File: src/rtl/pico_pkg.sv
// Shared PicoMIPS core types and widths.
package pico;
  localparam int A     = 10;
  localparam int W_IMM = 8;

  // RETURN sits at 2'h0, so the decoder must drive PC_INC for ordinary instructions.
  typedef enum logic [1:0] {PC_RET = 2'h0, PC_INC = 2'h1, PC_REL = 2'h2, PC_SUB = 2'h3} modePC;

  typedef enum logic [1:0] {S_RUN, S_WAIT, S_HALT} statePC;
endpackage

File: src/rtl/pico_pc_unit_if.sv
// Decoder <-> PC unit bundle: control requests in, fetch address and status out.
interface pico_pc_unit_if #(
  parameter int A     = pico::A,
  parameter int IW    = pico::W_IMM,
  parameter int DEPTH = 4
);
  import pico::*;
  localparam int DW = $clog2(DEPTH+1);

  modePC          mode;
  logic [IW-1:0]  imm;
  logic           halt_req;
  logic           wfi_req;
  logic           irq;
  logic [A-1:0]   pc;
  logic           stall;
  logic           halted;
  logic           stack_err;
  logic [DW-1:0]  depth;

  modport master (output mode, imm, halt_req, wfi_req, irq,
                  input  pc, stall, halted, stack_err, depth);
  modport slave  (input  mode, imm, halt_req, wfi_req, irq,
                  output pc, stall, halted, stack_err, depth);
endinterface

File: src/rtl/pico_ret_stack.sv
// Return-address stack; push on full and pop on empty are silently ignored here.
module pico_ret_stack #(
  parameter int A     = pico::A,
  parameter int DEPTH = 4,
  localparam int DW   = $clog2(DEPTH+1),
  localparam int AW   = (DEPTH > 1) ? $clog2(DEPTH) : 1
) (
  input  logic          clk,
  input  logic          rst,
  input  logic          push,
  input  logic          pop,
  input  logic [A-1:0]  din,
  output logic [A-1:0]  dout,
  output logic [DW-1:0] depth,
  output logic          full,
  output logic          empty
);
  logic [DEPTH-1:0][A-1:0] mem;
  logic [DW-1:0]           cnt;
  logic [DW-1:0]           top;

  assign top   = cnt - DW'(1);
  assign dout  = mem[top[AW-1:0]];
  assign depth = cnt;
  assign full  = (cnt == DW'(DEPTH));
  assign empty = (cnt == '0);

  always_ff @(posedge clk) begin
    if (rst) begin
      cnt <= '0;
    end else begin
      if (push && !full) begin
        mem[cnt[AW-1:0]] <= din;
        cnt              <= cnt + DW'(1);
      end else if (pop && !empty) begin
        cnt <= cnt - DW'(1);
      end
    end
  end

  always_ff @(posedge clk)
    if (!rst) assert (!(push && pop)) else $error("pico_ret_stack: push and pop together");
endmodule

File: src/rtl/pico_pc_unit.sv
// PC register, RUN/WAIT/HALT sequencing and sticky stack error flag.
module pico_pc_unit #(
  parameter int A     = pico::A,
  parameter int IW    = pico::W_IMM,
  parameter int DEPTH = 4
) (
  input  logic           clk,
  input  logic           rst,
  pico_pc_unit_if.slave  bus
);
  import pico::*;
  localparam int DW = $clog2(DEPTH+1);

  statePC        st_q, st_d;
  logic [A-1:0]  pc_q, pc_d;
  logic          err_q, err_d;
  logic          push, pop, full, empty;
  logic [A-1:0]  top;
  logic [A-1:0]  pc_inc;

  assign pc_inc = pc_q + A'(1);

  pico_ret_stack #(.A(A), .DEPTH(DEPTH)) u_stack (
    .clk(clk), .rst(rst), .push(push), .pop(pop), .din(pc_inc),
    .dout(top), .depth(bus.depth), .full(full), .empty(empty)
  );

  always_ff @(posedge clk) begin
    if (rst) begin
      st_q  <= S_RUN;
      pc_q  <= '0;
      err_q <= 1'b0;
    end else begin
      st_q  <= st_d;
      pc_q  <= pc_d;
      err_q <= err_d;
    end
  end

  always_comb begin
    st_d  = st_q;
    pc_d  = pc_q;
    err_d = err_q;
    push  = 1'b0;
    pop   = 1'b0;
    case (st_q)
      S_RUN: begin
        if (bus.halt_req)     st_d = S_HALT;
        else if (bus.wfi_req) st_d = S_WAIT;
        else begin
          case (bus.mode)
            PC_INC: pc_d = pc_inc;
            PC_REL: pc_d = pc_q + {{(A-IW){bus.imm[IW-1]}}, bus.imm};
            PC_SUB: begin
              push = 1'b1;
              pc_d = {{(A-IW){1'b0}}, bus.imm};
              if (full) err_d = 1'b1;
            end
            default: begin
              // Underflow falls through as a plain increment.
              if (empty) begin
                pc_d  = pc_inc;
                err_d = 1'b1;
              end else begin
                pop  = 1'b1;
                pc_d = top;
              end
            end
          endcase
        end
      end
      S_WAIT: begin
        if (bus.irq) begin
          st_d = S_RUN;
          pc_d = pc_inc;
        end
      end
      default: ;
    endcase
  end

  assign bus.pc        = pc_q;
  assign bus.stall     = (st_q != S_RUN);
  assign bus.halted    = (st_q == S_HALT);
  assign bus.stack_err = err_q;
endmodule

File: src/flat_wrapper.sv
// flat-port wrapper written by rule: the top's interface ports become plain ports
module pico_pc_unit_flat import pico::*;
#(
  parameter int A     = pico::A,
  parameter int IW    = pico::W_IMM,
  parameter int DEPTH = 4
)
  (clk, rst, bus_mode, bus_imm, bus_halt_req, bus_wfi_req, bus_irq, bus_pc, bus_stall, bus_halted, bus_stack_err, bus_depth);
  pico_pc_unit_if #(.A(A), .IW(IW), .DEPTH(DEPTH)) bus_i ();
  input  logic clk;
  input  logic rst;
  input wire logic [$bits(bus_i.mode)-1:0] bus_mode;
  input wire logic [$bits(bus_i.imm)-1:0] bus_imm;
  input wire logic [$bits(bus_i.halt_req)-1:0] bus_halt_req;
  input wire logic [$bits(bus_i.wfi_req)-1:0] bus_wfi_req;
  input wire logic [$bits(bus_i.irq)-1:0] bus_irq;
  output wire logic [$bits(bus_i.pc)-1:0] bus_pc;
  output wire logic [$bits(bus_i.stall)-1:0] bus_stall;
  output wire logic [$bits(bus_i.halted)-1:0] bus_halted;
  output wire logic [$bits(bus_i.stack_err)-1:0] bus_stack_err;
  output wire logic [$bits(bus_i.depth)-1:0] bus_depth;
  assign bus_i.mode = bus_mode;
  assign bus_i.imm = bus_imm;
  assign bus_i.halt_req = bus_halt_req;
  assign bus_i.wfi_req = bus_wfi_req;
  assign bus_i.irq = bus_irq;
  assign bus_pc = bus_i.pc;
  assign bus_stall = bus_i.stall;
  assign bus_halted = bus_i.halted;
  assign bus_stack_err = bus_i.stack_err;
  assign bus_depth = bus_i.depth;
  pico_pc_unit #(.A(A), .IW(IW), .DEPTH(DEPTH)) u_core (.clk(clk), .rst(rst), .bus(bus_i));
endmodule
File: config.mk
export PLATFORM = sky130hd
export DESIGN_NAME = pico_pc_unit_flat
export DESIGN_NICKNAME = d
export VERILOG_FILES = /design/src/rtl/pico_pkg.sv /design/src/rtl/pico_pc_unit_if.sv /design/src/rtl/pico_ret_stack.sv /design/src/rtl/pico_pc_unit.sv /design/src/flat_wrapper.sv
export SDC_FILE = /design/constraint.sdc
export NUM_CORES = 1
export LEC_CHECK = 0
export ABC_AREA = 1
export CORE_UTILIZATION = 40
export CTS_CLUSTER_DIAMETER = 50
export CTS_CLUSTER_SIZE = 12
export DETAILED_ROUTE_END_ITERATION = 12
export GPL_ROUTABILITY_DRIVEN = 0
export GPL_TIMING_DRIVEN = 0
export SYNTH_ARGS = -nofsm -noshare
export SYNTH_HDL_FRONTEND = slang
export SYNTH_SLANG_ARGS = --single-unit
File: constraint.sdc
create_clock -name clk -period 2.1 [get_ports clk]
set_clock_uncertainty 0.05 [all_clocks]
set_input_delay 0.315 -clock clk [delete_from_list [all_inputs] [get_ports clk]]
set_output_delay 0.315 -clock clk [all_outputs]
set_load 0.02 [all_outputs]
## Word level (Yosys, flattened, before mapping)

Index checks and enable logic that the tools add are counted.

| storage, ports and cells | value |
|---|---|
| register bits after elaboration | 56 |
| input bits | 15 |
| output and inout bits | 16 |
| word-level logic and storage cells | 76 |

| operators by class | value |
|---|---|
| add/sub/neg operators | 4 |
| $lt $le $gt $ge | 3 |
| equal/unequal tests | 11 |
| mux-type cells | 29 |
| bitwise gates (word level) | 4 |
| reduce and logical (&&, ||, !) cells | 17 |

Operators with widths:

| cell | number |
|---|---|
| $mux W10 | 6 |
| $bwmux W40 | 1 |
| $pmux W10 S3 | 1 |
| $bmux W10 S2 | 1 |
| $demux W10 S2 | 1 |
| $pmux W10 S2 | 1 |
| $mux W1 | 11 |
| $add A10 B1 Y10 const B | 1 |
| $add A10 B10 Y10 | 1 |
| $ne A2 B2 Y1 const B | 4 |
| $reduce_bool A2 Y1 | 4 |
| $eq A2 B2 Y1 const B | 3 |
| $lt A2 B3 Y1 const B | 2 |
| $mux W2 | 3 |
| $mux W3 | 2 |
| $reduce_and A6 Y1 | 1 |
| $eq A2 B1 Y1 const B | 2 |
| $not A1 Y1 | 4 |
| $pmux W2 S2 | 1 |
| $reduce_and A4 Y1 | 1 |
| $add A3 B1 Y3 const B | 1 |
| $eq A3 B3 Y1 const B | 1 |
| $logic_and A1 B1 Y1 | 3 |
| $logic_not A3 Y1 | 1 |
| other kinds (10) | 11 |

## Depth between registers and ports, before layout

Gate-level depths: netlist of the first run.

| logic depth | value |
|---|---|
| depth in word-level cells | 9 |
| gate-level depth with buffers | 14 |
| mapped depth without buffers | 13 |

## Hierarchy

Synthesis of the first run repeated with hierarchy kept, for this count alone.

| unflattened totals | value |
|---|---|
| cell total of the unflattened synthesis | 422 |
| area total of the unflattened synthesis | 3462.1 µm² |

Modules (own cells, without submodules):

| module | times used | cells an instance | area an instance (µm²) | sequential area each (µm²) |
|---|---|---|---|---|
| pico_ret_stack | 1 | 147 | 1793.0 | 1261.2 |
| pico_pc_unit | 1 | 275 | 1669.1 | 260.2 |

## Least setup slack after synthesis of the first run

No wires, ideal clock.

| timing path | value |
|---|---|
| path kind | register to register |
| start | reg u_core.u_stack.cnt[0], in the netlist u_core.u_stack.depth[0] |
| end | reg u_core.u_stack.mem[20] (netlist bit) (enable) |
| setup time | 376 ps |
| arrival | 1988 ps |
| required time | 1674 ps |
| slack | -314 ps |
| stages on the path, launching flop included | 10 |
| path buffers | 1 |
| period minus slack after synthesis | 2414 ps |
| cell sequence | dfxtp_1 inv_2 buf_2 ha_1 ha_1 nor2_1 nand2_1 clkinv_1 nand2_1 nor2_1 |

| on the way | value |
|---|---|
| word-level cells in the longest chain between the ends | 4 |

Ends and longest elaborated chain:

| item | line | RTL |
|---|---|---|
| start, declared | pico_ret_stack.sv:19 | `logic [DW-1:0] cnt;` |
| start signal, assigned | pico_ret_stack.sv:34 | `cnt <= cnt + DW'(1);` |
| start signal, assigned | pico_ret_stack.sv:36 | `cnt <= cnt - DW'(1);` |
| $eq A3 B3 Y1 | pico_ret_stack.sv:25 | `assign full = (cnt == DW'(DEPTH));` |
| $logic_not A1 Y1 | pico_ret_stack.sv:32 | `if (push && !full) begin` |
| $logic_and A1 B1 Y1 | pico_ret_stack.sv:32 |  |
| $reduce_and A2 Y1 (no line) | - |  |
| end signal, assigned by index | pico_ret_stack.sv:33 | `mem[cnt[AW-1:0]] <= din;` |
| end, declared | pico_ret_stack.sv:18 | `logic [DEPTH-1:0][A-1:0] mem;` |

Every way passes these cells.
A chain may end at the register's enable or synchronous reset.

## Worst setup path after layout of the first run

| timing path | value |
|---|---|
| start | in bus_imm[0] |
| end | reg u_core.pc_q[8], in the netlist u_core.bus.pc[8] |

| on the way | value |
|---|---|
| word-level cells in the longest chain between the ends | 5 |

Ends and longest elaborated chain:

| item | line | RTL |
|---|---|---|
| start, declared | flat_wrapper.sv:13 | `input wire logic [$bits(bus_i.imm)-1:0] bus_imm;` |
| $add A10 B10 Y10 | pico_pc_unit.sv:53 | `PC_REL: pc_d = pc_q + {{(A-IW){bus.imm[IW-1]}}, bus.imm};` |
| $pmux W10 S3 | pico_pc_unit.sv:51 | `case (bus.mode)` |
| $mux W10 | pico_pc_unit.sv:49 | `else if (bus.wfi_req) st_d = S_WAIT;` |
| $mux W10 | pico_pc_unit.sv:48 | `if (bus.halt_req) st_d = S_HALT;` |
| $pmux W10 S2 | pico_pc_unit.sv:46 | `case (st_q)` |
| end signal, assigned | pico_pc_unit.sv:35 | `pc_q <= pc_d;` |
| end, declared | pico_pc_unit.sv:15 | `logic [A-1:0] pc_q, pc_d;` |

Every way passes these cells. The select of a mux whose other input is x is not followed.

==> results of run 1 <==
[through the flow]
stage | hold WS (ns) | instances | setup slack, ns
finish | 0.438 | 625 | 0.0710
CTS | 0.446 | 624 | 0.0608
detailed placement | 0.421 | 611 | -0.575
floorplan | 0.327 | 473 | 0.0112
global placement | 0.405 | 611 | -0.612
global route | 0.482 | 625 | 0.00742
[sequential cells by signal, indices dropped and copies added (netlist names)]
signal	flops
u_core.bus.stack_err	1
u_core.bus.pc	10
u_core.u_stack.depth	3
u_core.st_q	2
u_core.u_stack.mem	40
[area by class of cell]
type | instances | share of cell area
multi-input cells | 335 | 0.418
flip-flops and latches | 56 | 0.352
repair buffers | 37 | 0.0926
inverters | 71 | 0.0618
well taps | 108 | 0.0310
clock buffers | 6 | 0.0167
plain buffers | 10 | 0.0149
clock inverters | 2 | 0.0138
[what timing repair did]
action                                  4_1_cts  5_1_grt
hold endpoints to repair                      0        0
setup buffers                                 6        1
pin swaps                                     4        1
endpoints found under the setup margin       54       51
resized for setup                            10       15
[worst max-delay path by stage]
stage / from / end / slack, ns
6_report: bus_imm[0] / u_core.bus.pc[8] / 0.07
5_1_grt: bus_imm[0] / u_core.bus.pc[8] / 0.007
4_1_cts: bus_mode[0] / u_core.bus.pc[4] / 0.06
3_5_place_dp: bus_mode[0] / u_core.u_stack.mem[37] / -0.58
3_3_place_gp: bus_mode[0] / u_core.u_stack.mem[36] / -0.61
2_1_floorplan: u_core.u_stack.depth[0] / u_core.u_stack.mem[0] / 0.01
[critical path, cell delays in order]
cell	delay, ns
clkdlybuf4s50_1	0.48
ha_2	0.18
inv_1	0.05
fa_1	0.37
inv_2	0.10
nand2_1	0.07
nand2_1	0.08
nand2_1	0.08
nand2_1	0.07
nand2_1	0.04
nand3_1	0.09
nand3_1	0.09
nand2_1	0.06
a21oi_1	0.06
[per-layer routing]
layer  wire length (um)  vias to the layer above  global-route usage
li1                   -                     1633                   -
met1               4160                     1426               0.259
met2               4410                       71               0.360
met3                442                        5              0.0217
met4                 78                        0              0.0586
met5                  0                        -                   0
[logic make-up after synthesis]
family	after synthesis	synth area share
AOI/OAI and AO/OA	68	0.107
DFF	56	0.423
adders and majority gates	22	0.0786
xor gates and xnor gates	4	0.0118
buffers and inverters	82	0.0918
and+or+nand+nor	241	0.288
[power groups by stage]
stage / clock, mW / combinational [mW] / sequential (mW)
3_5_place_dp: 0 / 0.449 / 1.26
3_3_place_gp: 0 / 0.442 / 1.26
4_1_cts: 0.836 / 0.458 / 1.23
6_report: 0.824 / 0.467 / 1.24
5_1_grt: 0.886 / 0.522 / 1.24
2_1_floorplan: 0 / 0.284 / 1.27
[cell usage in the layout, fill, tap and decap left out, types with 2 or more instances in the layout]
| cell | n |
|---|---|
| a21oi_1 | 26 |
| a21oi_2 | 3 |
| a22o_1 | 2 |
| and2_1 | 2 |
| buf_12 | 4 |
| buf_2 | 4 |
| buf_4 | 4 |
| buf_6 | 2 |
| bufinv_16 | 2 |
| clkbuf_1 | 3 |
| clkbuf_8 | 5 |
| clkdlybuf4s50_1 | 30 |
| dfxtp_1 | 11 |
| dfxtp_2 | 4 |
| edfxtp_1 | 40 |
| ha_1 | 18 |
| ha_2 | 2 |
| inv_1 | 61 |
| inv_2 | 8 |
| nand2_1 | 139 |
| nand2_2 | 3 |
| nand3_1 | 48 |
| nand3b_1 | 2 |
| nand4_1 | 3 |
| nor2_1 | 28 |
| nor2_2 | 3 |
| nor2_4 | 9 |
| o211ai_1 | 3 |
| o21ai_0 | 18 |
| o21ai_1 | 9 |
| xor2_1 | 2 |
==> impl_metrics.env, run 1 <==
export IMPL_synth_ff_type="edfxtp_1"
export IMPL_clk_pin_slew_ns=0.10
export IMPL_setup_viol_count_final=0
export IMPL_grt_pass1_vias=3073
export IMPL_synth_area_leaders="edfxtp_1 33%, nand2_1 15%, dfxtp_1 8.9%, ha_1 7.3%, nand3_1 6.8%"
export IMPL_die_w_um=96.9
export IMPL_yosysSeqAreaShare=0.423
export IMPL_netlist_area_mm2=0.00360
export IMPL_power_mw=2.53
export IMPL_clockPowerShare=0.326
export IMPL_clk_latency_ns=0.31
export IMPL_worst_hold_path_endpoint="u_core.bus.stack_err"
export IMPL_clock_sinks=56
export IMPL_drive_gt1_frac=0.116
export IMPL_multi_input_comb_area_mm2=0.00182
export IMPL_place_area_mm2=0.00406
export IMPL_ys_seq_elements=56
export IMPL_reg2reg_to="u_core.bus.pc[8]"
export IMPL_rsz0062_at_grt="no"
export IMPL_endpoint_kind="flip-flop"
export IMPL_slew_headroom=0.518
export IMPL_antenna_found_initial=0
export IMPL_vias_per_cell=5.02
export IMPL_gr_total_overflow=0
export IMPL_synth_top_area_cell="edfxtp_1"
export IMPL_crit_fanout=4
export IMPL_finalSetupTns_ns=0
export IMPL_r2r_setup_slack_ns=0.12
export IMPL_final_util=0.499
export IMPL_synth_top_cell_area_share=0.334
export IMPL_leakage_nw=1.91
export IMPL_grt_pass1_wl_um=15000
export IMPL_syn_instance_count=473
export IMPL_synth_edff_count=40
export IMPL_dp_hpwl_um=6770
export IMPL_yosysWarnings=0
export IMPL_p_seq_frac=0.489
export IMPL_port_buffers=30
export IMPL_antenna_cells=0
export IMPL_arrival_ns=2.14
export IMPL_wl_per_cell_um=14.5
export IMPL_reg2reg_depth=13
export IMPL_worstHoldPathCells=2
export IMPL_cap_violations=0
export IMPL_finalNetCount=553
export IMPL_synth_most_common_cell="nand2_1"
export IMPL_htree_num_levels=2
export IMPL_hp_start="u_core.bus.stack_err"
export IMPL_critPathLaunchType="primary input"
export IMPL_synth_cell_types=38
export IMPL_cts_inserted_buffers=5
export IMPL_power_frac_comb=0.185
export IMPL_avgSynthCellArea_um2=7.61
export IMPL_hold_class="reg -> reg"
export IMPL_stdcell_area_mm2=0.00435
export IMPL_hold_buffers=0
export IMPL_die_h_um=96.9
export IMPL_wirelength_um=9090
export IMPL_cts_buffer_depth=2
export IMPL_fmax_mhz=493
export IMPL_seq_area_mm2=0.00153
export IMPL_r2r_start="u_core.bus.pc[0]"
export IMPL_core_area_mm2=0.00872
export IMPL_worst_ep_required_time_ns=2.21
export IMPL_grt_total_usage=0.203
export IMPL_status="finished clean"
export IMPL_synth_async_reset_ratio=0
export IMPL_initial_utilization=0.413
export IMPL_synthTopCellsByCount="140 x nand2_1, 64 x inv_1, 49 x nand3_1"
export IMPL_p_switching_mw=0.664
export IMPL_dr_pass1_iters=4
export IMPL_syn_num_nets=510
export IMPL_final_hold_violation_count=0
export IMPL_drc=0
export IMPL_period_share=0.966
export IMPL_grt_max_degree=18
export IMPL_nFillCells=824
export IMPL_peakVddDrop_mv=0.278
export IMPL_io_pins=31
export IMPL_worstMarginPinSlew_ns=0.723
export IMPL_fin_crit_ns=2.03
export IMPL_netSwitchingFraction=0.263
export IMPL_p_int_mw=1.86
export IMPL_drt_iter0_drc=169
export IMPL_area_growth_pct=20.9
export IMPL_dieArea_mm2=0.00938
export IMPL_num_vias=3135
export IMPL_clock_root_buffer="clkbuf_8"
export IMPL_drtAntennaViolNets=0
export IMPL_powerDensity_mw_per_mm2=580
export IMPL_cts_tree="done"
export IMPL_slew_violations=0
export IMPL_row_count=34
export IMPL_crit_type="in -> reg"
Power figures use the tool's default switching activity.
==> inputs of run 2 (changes only) <==
- ABC_CLOCK_PERIOD_IN_PS: default -> 2100
- RECOVER_POWER: default -> 100
==> impl_metrics.env, run 2 (synthesis results as in run 1) <==
export IMPL_fmax_mhz=493
export IMPL_setup_viol_count_final=0
export IMPL_row_count=34
export IMPL_cts_inserted_buffers=5
export IMPL_area_growth_pct=20.2
export IMPL_mostFrequentLayoutCell="nand2_1"
export IMPL_port_buffers=30
export IMPL_core_area_mm2=0.00872
export IMPL_hold_class="reg -> reg"
export IMPL_dieArea_mm2=0.00938
export IMPL_instances_no_fill=625
export IMPL_vias_per_cell=5.02
export IMPL_clock_sinks=56
export IMPL_wl_per_cell_um=14.6
export IMPL_worst_path_most_repeated_cell="nand2_1"
export IMPL_path_cells="clkdlybuf4s50_1 > ha_2 > inv_1 > fa_1 > inv_2 > nand2_1 > nand2_1 > nand2_1 > nand2_1 > nand2_1 > nand3_1 > nand3_1 > nand2_1 > a21oi_1"
export IMPL_drive_gt1_frac=0.106
export IMPL_die_w_um=96.9
export IMPL_grt_pass1_wl_um=15000
export IMPL_place_area_mm2=0.00406
export IMPL_antenna_found_initial=0
export IMPL_slowest_delay_ns=0.48
export IMPL_drtAntennaViolNets=0
export IMPL_rsz0062_at_grt="no"
export IMPL_grt_max_degree=18
export IMPL_finalNetCount=553
export IMPL_drc=0
export IMPL_htree_num_levels=2
export IMPL_finalSetupTns_ns=0
export IMPL_largest_register_ffs=40
export IMPL_critPathLaunchType="primary input"
export IMPL_final_util=0.496
export IMPL_clk_latency_ns=0.31
export IMPL_powerDensity_mw_per_mm2=582
export IMPL_final_hold_violation_count=0
export IMPL_peakVddDrop_mv=0.277
export IMPL_slew_violations=0
export IMPL_dp_cells=611
export IMPL_worst_ep_required_time_ns=2.21
export IMPL_gr_total_overflow=0
export IMPL_hold_buffers=0
export IMPL_grt_pass1_vias=3073
export IMPL_cap_violations=0
export IMPL_die_h_um=96.9
export IMPL_power_mw=2.52
export IMPL_cts_tree="done"
export IMPL_dr_pass1_iters=4
export IMPL_worstMarginPinSlew_ns=0.699
export IMPL_dp_hpwl_um=6770
export IMPL_drt_iter0_drc=142
export IMPL_stdcell_area_mm2=0.00433
export IMPL_crit_fanout=4
export IMPL_endpoint_kind="flip-flop"
export IMPL_antenna_cells=0
export IMPL_initial_utilization=0.413
export IMPL_slew_headroom=0.534
export IMPL_cts_buffer_depth=2
export IMPL_r2r_setup_slack_ns=0.12
export IMPL_clk_pin_slew_ns=0.11
export IMPL_final_cell_mix="141 x nand2_1, 62 x inv_1, 48 x nand3_1, 40 x edfxtp_1, 29 x nor2_1"
export IMPL_period_share=0.967
export IMPL_clock_root_buffer="clkbuf_8"
export IMPL_num_vias=3135
export IMPL_crit_type="in -> reg"
export IMPL_fin_crit_ns=2.03
export IMPL_slowest_stage="clkdlybuf4s50_1"
export IMPL_arrival_ns=2.14
export IMPL_leakage_nw=1.95
export IMPL_grt_total_usage=0.203
export IMPL_status="finished clean"
export IMPL_wirelength_um=9100
export IMPL_io_pins=31
[run 2: report_power, final]
part,total (mW),leakage [nW],internal (mW),switching (mW)
Sequential,1.23,0.513,1.20,0.0293
Clock,0.827,0.0654,0.477,0.351
Combinational,0.458,1.37,0.174,0.283
[run 2: layer usage]
layer	up-vias	track usage	routed length [um]
li1	1634	-	-
met1	1433	0.259	4270
met2	61	0.360	4410
met3	7	0.0217	312
met4	0	0.0586	108
met5	-	0	0
[run 2: worst max-delay path, delay by kind of cell]
kind                     cells  cell delay [ns]
AND/OR/NAND/NOR              8             0.58
AO/OA/AOI/OAI                1             0.06
buffers and inverters        3             0.63
adder cells (fa/ha/maj)      2             0.55
[run 2: final timing paths]
kind                              from  depth (start not counted)                    to
setup / recovery            bus_imm[0]                         14      u_core.bus.pc[8]
hold / removal    u_core.bus.stack_err                          2  u_core.bus.stack_err
setup reg to reg      u_core.bus.pc[0]                         13      u_core.bus.pc[8]
hold reg to reg   u_core.bus.stack_err                          2  u_core.bus.stack_err
[run 2: repair_timing]
item	4_1_cts	5_1_grt
gates cloned	0	0
pin swaps	4	1
resized for setup	10	15
endpoints found under the setup margin	54	51
buffers inserted	6	1
hold endpoints to repair	0	0
[run 2: cell type report]
cell class	count	area, um2
Fill cell	829	4390
Multi-Input combinational cell	335	1800
Sequential cell	56	1530
Timing Repair Buffer	37	394
Inverter	71	269
Tap cell	108	135
Clock buffer	6	72.6
Buffer	10	65.1
Clock inverter	2	60.1
[run 2: stage by stage]
step,hold WS [ns],worst slack (ns)
floorplan,0.327,0.0112
global placement,0.405,-0.612
detailed placement,0.421,-0.575
CTS,0.446,0.0608
global route,0.479,0.00375
finish,0.433,0.0703
